==> config.mk <==
export PLATFORM = sky130hd
export DESIGN_NAME = sprite_frame_writer
export DESIGN_NICKNAME = d
export VERILOG_FILES = /design/src/rtl/sprite_frame_writer.sv
export SDC_FILE = /design/constraint.sdc
export NUM_CORES = 1
export LEC_CHECK = 0
export CORE_MARGIN = 2
export CORE_UTILIZATION = 31
export CTS_BUF_LIST = sky130_fd_sc_hd__clkbuf_16
export DETAILED_ROUTE_END_ITERATION = 8
export GPL_ROUTABILITY_DRIVEN = 1
export PLACE_DENSITY = 0.58
export SYNTH_ARGS = -nofsm -noshare
export SYNTH_HDL_FRONTEND = slang
export SYNTH_SLANG_ARGS = --single-unit
==> constraint.sdc <==
create_clock -name Clk50 -period 3.45 [get_ports Clk50]
set_input_delay 0.5175 -clock Clk50 [delete_from_list [all_inputs] [get_ports Clk50]]
set_output_delay 0.5175 -clock Clk50 [all_outputs]
set_load 0.02 [all_outputs]
==> src/rtl/sprite_frame_writer.sv <==
// rtl/sprite_frame_writer.sv - per-frame write sweeper: sprite priority select, ROM lookup, frame-buffer write
module sprite_frame_writer #(
    parameter int H_RES   = 640,
    parameter int V_RES   = 480,
    parameter int NUM_SPR = 4,
    parameter int ROM_LAT = 1,
    parameter int PIX_W   = 4,
    parameter logic [PIX_W-1:0] TRANSPARENT = 4'h0,
    parameter logic [PIX_W-1:0] BG_COLOR    = 4'h1
) (
    input  logic                  Clk50,
    input  logic                  Reset_n,
    input  logic                  frame_start,
    output logic [9:0]            WriteX,
    output logic [9:0]            WriteY,
    input  logic [NUM_SPR-1:0]    spr_on_wr,
    input  logic [NUM_SPR*18-1:0] spr_addr,
    output logic [17:0]           rom_addr,
    input  logic [PIX_W-1:0]      rom_data,
    output logic                  fb_we,
    output logic [18:0]           fb_addr,
    output logic [PIX_W-1:0]      fb_data,
    output logic                  busy,
    output logic                  done,
    output logic                  overrun
);

    localparam logic [1:0] ST_IDLE  = 2'd0;
    localparam logic [1:0] ST_SWEEP = 2'd1;
    localparam logic [1:0] ST_DRAIN = 2'd2;
    localparam logic [1:0] ST_DONE  = 2'd3;

    localparam logic [9:0]  X_LAST     = 10'(H_RES - 1);
    localparam logic [9:0]  Y_LAST     = 10'(V_RES - 1);
    localparam logic [18:0] H_RES_W    = 19'(H_RES);
    localparam logic [7:0]  DRAIN_LAST = 8'(ROM_LAT + 1);

    logic [1:0]  state;
    logic [7:0]  drain_cnt;
    logic        pixel_valid;
    logic        sel_hit;
    logic [17:0] sel_addr;
    logic [18:0] pix_fb_addr;

    // Pipeline stage k carries the pixel issued k+1 cycles earlier.
    logic [ROM_LAT:0]       pipe_valid;
    logic [ROM_LAT:0]       pipe_hit;
    logic [ROM_LAT:0][18:0] pipe_addr;

    assign pixel_valid = (state == ST_SWEEP);
    assign pix_fb_addr = 19'(WriteY) * H_RES_W + 19'(WriteX);
    assign busy        = (state == ST_SWEEP) || (state == ST_DRAIN);
    assign done        = (state == ST_DONE);

    // Walk from the lowest priority upward so the lowest index ends up winning.
    always_comb begin
        sel_hit  = 1'b0;
        sel_addr = '0;
        for (int i = NUM_SPR - 1; i >= 0; i--) begin
            if (spr_on_wr[i]) begin
                sel_hit  = 1'b1;
                sel_addr = spr_addr[18*i +: 18];
            end
        end
    end

    always_ff @(posedge Clk50 or negedge Reset_n) begin
        if (!Reset_n) begin
            state     <= ST_IDLE;
            drain_cnt <= '0;
            WriteX    <= '0;
            WriteY    <= '0;
            overrun   <= 1'b0;
        end else begin
            if (frame_start) begin
                overrun <= (state != ST_IDLE);
            end
            case (state)
                ST_IDLE: begin
                    WriteX <= '0;
                    WriteY <= '0;
                    if (frame_start) begin
                        state <= ST_SWEEP;
                    end
                end
                ST_SWEEP: begin
                    if (WriteX == X_LAST) begin
                        WriteX <= '0;
                        if (WriteY == Y_LAST) begin
                            WriteY    <= '0;
                            drain_cnt <= '0;
                            state     <= ST_DRAIN;
                        end else begin
                            WriteY <= WriteY + 10'd1;
                        end
                    end else begin
                        WriteX <= WriteX + 10'd1;
                    end
                end
                ST_DRAIN: begin
                    if (drain_cnt == DRAIN_LAST) begin
                        state <= ST_DONE;
                    end else begin
                        drain_cnt <= drain_cnt + 8'd1;
                    end
                end
                default: begin
                    state <= ST_IDLE;
                end
            endcase
        end
    end

    always_ff @(posedge Clk50 or negedge Reset_n) begin
        if (!Reset_n) begin
            pipe_valid <= '0;
            pipe_hit   <= '0;
            pipe_addr  <= '0;
            rom_addr   <= '0;
            fb_we      <= 1'b0;
            fb_addr    <= '0;
            fb_data    <= '0;
        end else begin
            pipe_valid[0] <= pixel_valid;
            pipe_hit[0]   <= pixel_valid && sel_hit;
            pipe_addr[0]  <= pix_fb_addr;
            if (pixel_valid && sel_hit) begin
                rom_addr <= sel_addr;
            end
            for (int k = 1; k <= ROM_LAT; k++) begin
                pipe_valid[k] <= pipe_valid[k-1];
                pipe_hit[k]   <= pipe_hit[k-1];
                pipe_addr[k]  <= pipe_addr[k-1];
            end
            fb_we <= pipe_valid[ROM_LAT];
            if (pipe_valid[ROM_LAT]) begin
                fb_addr <= pipe_addr[ROM_LAT];
                // A transparent top sprite falls through to background, not to lower sprites.
                fb_data <= (pipe_hit[ROM_LAT] && (rom_data != TRANSPARENT)) ? rom_data : BG_COLOR;
            end
        end
    end

endmodule

-- Yosys cells after proc, flatten, opt, wreduce, memory -nomap -nowiden
Cells that the tools add are included.
W data, S select, Z words.
- register bits: 115
- input port bits: 83
- output and inout bits: 65
- word-level logic and storage cells: 63
- $add $sub $neg: 4
- $mul: 1
- equal/unequal tests: 11
- muxes and demuxes: 23
- reduce and logical (&&, ||, !) cells: 11
- operators with widths (cell ; count):
    $mux W18 ; 4
    $pmux W10 S2 ; 2
    $mux W10 ; 3
    $mux W8 ; 3
    $add A10 B1 Y10 const B ; 2
    $add A19 B10 Y19 ; 1
    $pmux W8 S2 ; 1
    $mul A10 B3 Y12 const B ; 1
    $eq A10 B10 Y1 const B ; 1
    $eq A10 B9 Y1 const B ; 1
    $add A8 B1 Y8 const B ; 1
    $eq A8 B2 Y1 const B ; 1
    $mux W2 ; 4
    $reduce_and A4 Y1 ; 2
    $ne A2 B1 Y1 const B ; 3
    $pmux W2 S3 ; 1
    $reduce_bool A2 Y1 ; 3
    $eq A2 B2 Y1 const B ; 2
    $mux W1 ; 4
    $mux W4 ; 1
    $ne A2 B2 Y1 const B ; 2
    $reduce_bool A4 Y1 ; 1
    $eq A2 B1 Y1 const B ; 1
    $logic_and A1 B1 Y1 ; 2
    other kinds (3) ; 3

-- Depth between registers and ports, before layout
- word-level depth: 5
- mapped depth: 9
- depth with buffers taken out: 9

-- Worst setup path after synthesis
OpenSTA, ideal clock, no wires.
- path kind: register to register
- from: register WriteY[1]
- to: register pipe_addr[18] (netlist bit)
- arrival time: 2.651 ns
- path slack: 0.719 ns
- stages on the path, launching flop included: 9
- buffers on the path: 0
- cells stage by stage: dfrtp_1 > ha_1 > ha_1 > fa_1 > a211oi_1 > o21ai_0 > a22o_1 > nor4_1 > xnor2_1
- word-level cells in the longest chain between the ends: 2
- ends and longest elaborated chain (item ; RTL line ; text):
    from (decl) ; 15 ; output logic [9:0] WriteY,
    from (signal assigned) ; 94 ; WriteY <= WriteY + 10'd1;
    $mul A10 B3 Y12 ; 51 ; assign pix_fb_addr = 19'(WriteY) * H_RES_W + 19'(WriteX);
    $add A19 B10 Y19 ; 51 ;
    net pix_fb_addr[18] ; 43 ; logic [18:0] pix_fb_addr;
    to (signal, indexed assignment) ; 133 ; pipe_addr[k] <= pipe_addr[k-1];
    to (decl) ; 48 ; logic [ROM_LAT:0][18:0] pipe_addr;
The timed path passes the listed nets, and every way through them passes these cells.
A chain may end at the register's enable or synchronous reset.

-- Worst setup path after layout
Same ends and word-level chain as after synthesis.

==> results_dict.tcl <==
set metrics [dict create \
    status "completed" \
    grt_pass1_wl_um 21600 \
    postCtsSetupBuffers 0 \
    netlist.area_leader.share 0.518 \
    ir_drop_v 0.000345 \
    syn_area_um2 5550 \
    yosys_register_bits 115 \
    setup_tns_ps 0 \
    ant_nets 0 \
    yosysMostFrequentCell "dfrtp_1" \
    grt_max_degree 71 \
    die-area_um2 19000 \
    fin_skew_ps 7.02 \
    start_util 0.319 \
    endpoint_kind "flop" \
    slew_headroom 0.247 \
    areaGrowthSynthToFinish_pct 40.9 \
    synth_cells 515 \
    synth_top_area_cell "dfrtp_1" \
    drv_slew 0 \
    fillers 1605 \
    gp_congestion 0.814 \
    clock_path_buffers 2 \
    via_per_inst 4.86 \
    holdWs_ps 244 \
    clock_sinks 115 \
    fin_crit_sh 0.827 \
    core_um2 17400 \
    via_count 4348 \
    p_leak_uw 0.00348 \
    hpwl_um 9850 \
    grt-ovfl-total 0 \
    multi_input_comb_area_um2 2480 \
    tightestPinTransition_ps 1130 \
    drt-total-wl_um 13400 \
    period_needed_ps 2850 \
    report.power.total_uw 5270 \
    yosys-top-cells-area "dfrtp_1 52%, ha_1 6.3%, o21ai_0 4.1%, mux2_2 3.9%, a221oi_1 2.7%" \
    hold_buffers 0 \
    rows 48 \
    power_frac_clock 0.335 \
    synthArstFlopShare 1.00 \
    die_w_um 138 \
    synth-xor-area-share 0.0442 \
    finalNetCount 770 \
    instances_no_fill 895 \
    synth_commonest_cells "115 x dfrtp_1, 45 x o21ai_0, 33 x nand2_1" \
    hold_class "input port to asynchronous set/reset pin" \
    synth_top_family_by_area "simple AND/OR/NAND/NOR gates" \
    cp_max_fo 7 \
    timing_worst_setup_path_type "flop to flop" \
    drt-pass1-iter-count 4 \
    muxShareOfSynthArea 0.0448 \
    num_io_pins 148 \
    drt_iter0_markers 183 \
    power_switching_uw 1690 \
    cts_root_buf "clkbuf_16" \
    synth_nets 628 \
    comb_power_share 0.308 \
    h-tree-depth 4 \
    post-place-ws_ps 623 \
    cap_violations 0 \
    numPortBuffers 147 \
    placed_cells 863 \
    cts_tree "built" \
    p_seq_frac 0.357 \
    grtUsageTotal 0.146 \
    yosysSeqAreaShare 0.518 \
    rsz0062_at_grt "false" \
    synth_cell_types 57 \
    synth_compound_area_frac 0.133 \
    ys_warn_count 0 \
    clock_latency_ps 410 \
    crit_path_start_kind "flop" \
    wl_per_cell_um 15.0 \
    cp.required_ps 3780 \
    antenna_cells 0 \
    synth_ff_type "dfrtp_1" \
    fp.dieH_um 138 \
    power.density_nw_per_um2 674 \
    synth_adder_area_share 0.0703 \
    syn_area_per_cell_um2 10.8 \
    arrival_ps 3180 \
    ctsResizeCount 0 \
    seq_area_um2 2880 \
    antenna_found_initial 0 \
    cts.clk_slew.worst_paths_ps 50 \
    grt_pass1_vias 4384 \
    cts_made_buffers 17 \
    max_freq_mhz 351 \
    synth-edff-count 0 \
    synth-simple-area-share 0.151 \
    netSwitchingFraction 0.320 \
    route.detailed.drc 0 \
    drive_gt1_frac 0.0985 \
    worst_slack_ps 598 \
    hold_viol_final 0 \
    setup_viol 0 \
    p_int_uw 3590 \
]
-- final timing paths --
path | startpoint | end | slack, ps | cells past startpoint
min | Reset_n | pipe_addr[21]$_DFF_PN0_ | 240 | 1
max | WriteY[1]$_DFFE_PN0P_ | pipe_addr[18]$_DFF_PN0_ | 600 | 8
min reg2reg | pipe_addr[2]$_DFF_PN0_ | pipe_addr[21]$_DFF_PN0_ | 340 | 0
max in group asynchronous | Reset_n | rom_addr[14]$_DFFE_PN0P_ | 2460 | 2
max reg2reg | WriteY[1]$_DFFE_PN0P_ | pipe_addr[18]$_DFF_PN0_ | 600 | 8
min in group Clk50 | pipe_addr[2]$_DFF_PN0_ | pipe_addr[21]$_DFF_PN0_ | 340 | 0
-- worst max-delay path, cell delays in order, from the launching register on --
cell      delay (ps)
dfrtp_1          450
ha_1             330
ha_1             230
fa_1             400
a211oi_1         380
o21ai_0          210
a22o_1           300
nor4_1           320
xnor2_1          160
-- cell families after synthesis --
group,count (synthesis)
AO/OA/AOI/OAI,113
XOR/XNOR,28
adder cells (fa/ha/maj),30
buffers and inverters,47
flip-flops,115
multiplexers,22
AND/OR/NAND/NOR,160
-- state kept, by name, indices dropped and copies added, names as in the netlist, 2 cells and up --
signal	count
pipe_addr	38
state	2
fb_addr	19
pipe_hit	2
WriteY	10
rom_addr	18
pipe_valid	2
fb_data	4
WriteX	10
drain_cnt	8
-- power groups by stage --
| stage | sequential (uW) | clock, uW | combinational, uW |
|---|---|---|---|
| 2_1_floorplan | 2040 | 0 | 774 |
| 3_3_place_gp | 1890 | 0 | 1610 |
| 3_5_place_dp | 1910 | 0 | 1640 |
| 4_1_cts | 1890 | 1810 | 1650 |
| 5_1_grt | 1940 | 1880 | 1780 |
| 6_report | 1880 | 1770 | 1630 |
-- placed cells by master (no fill, tap or decap), types with 16 or more instances in the layout --
master,count
o21ai_0,45
ha_1,28
dfrtp_1,115
nor2_1,30
clkdlybuf4s50_1,146
nor2b_1,21
clkbuf_16,17
nor3_1,21
mux2_2,19
inv_1,16
a221oi_1,17
xor2_1,16
nand2_1,33
a21oi_1,28
-- through the flow --
| step | cell area (um2) | util |
|---|---|---|
| floorplan | 5550 | - |
| global placement | 7230 | 0.415 |
| detailed placement | 7230 | 0.415 |
| CTS | 7820 | 0.449 |
| global route | 7820 | 0.449 |
| finish | 7820 | 0.449 |
-- routing by layer --
| layer | GRT usage | vias up | wire length, um |
|---|---|---|---|
| met5 | 0 | - | 0 |
| met4 | 0.0612 | 0 | 303 |
| met3 | 0.0442 | 21 | 691 |
| met2 | 0.245 | 98 | 6770 |
| met1 | 0.175 | 2113 | 5640 |
| li1 | - | 2116 | - |
-- cell type report --
cell class,instances,area share
Timing Repair Buffer,153,0.195
Tap cell,225,0.0360
Sequential cell,115,0.368
Clock inverter,15,0.0218
Inverter,17,0.00816
Clock buffer,17,0.0544
Multi-Input combinational cell,353,0.317
No activity file was read; power rests on OpenSTA's default activity.
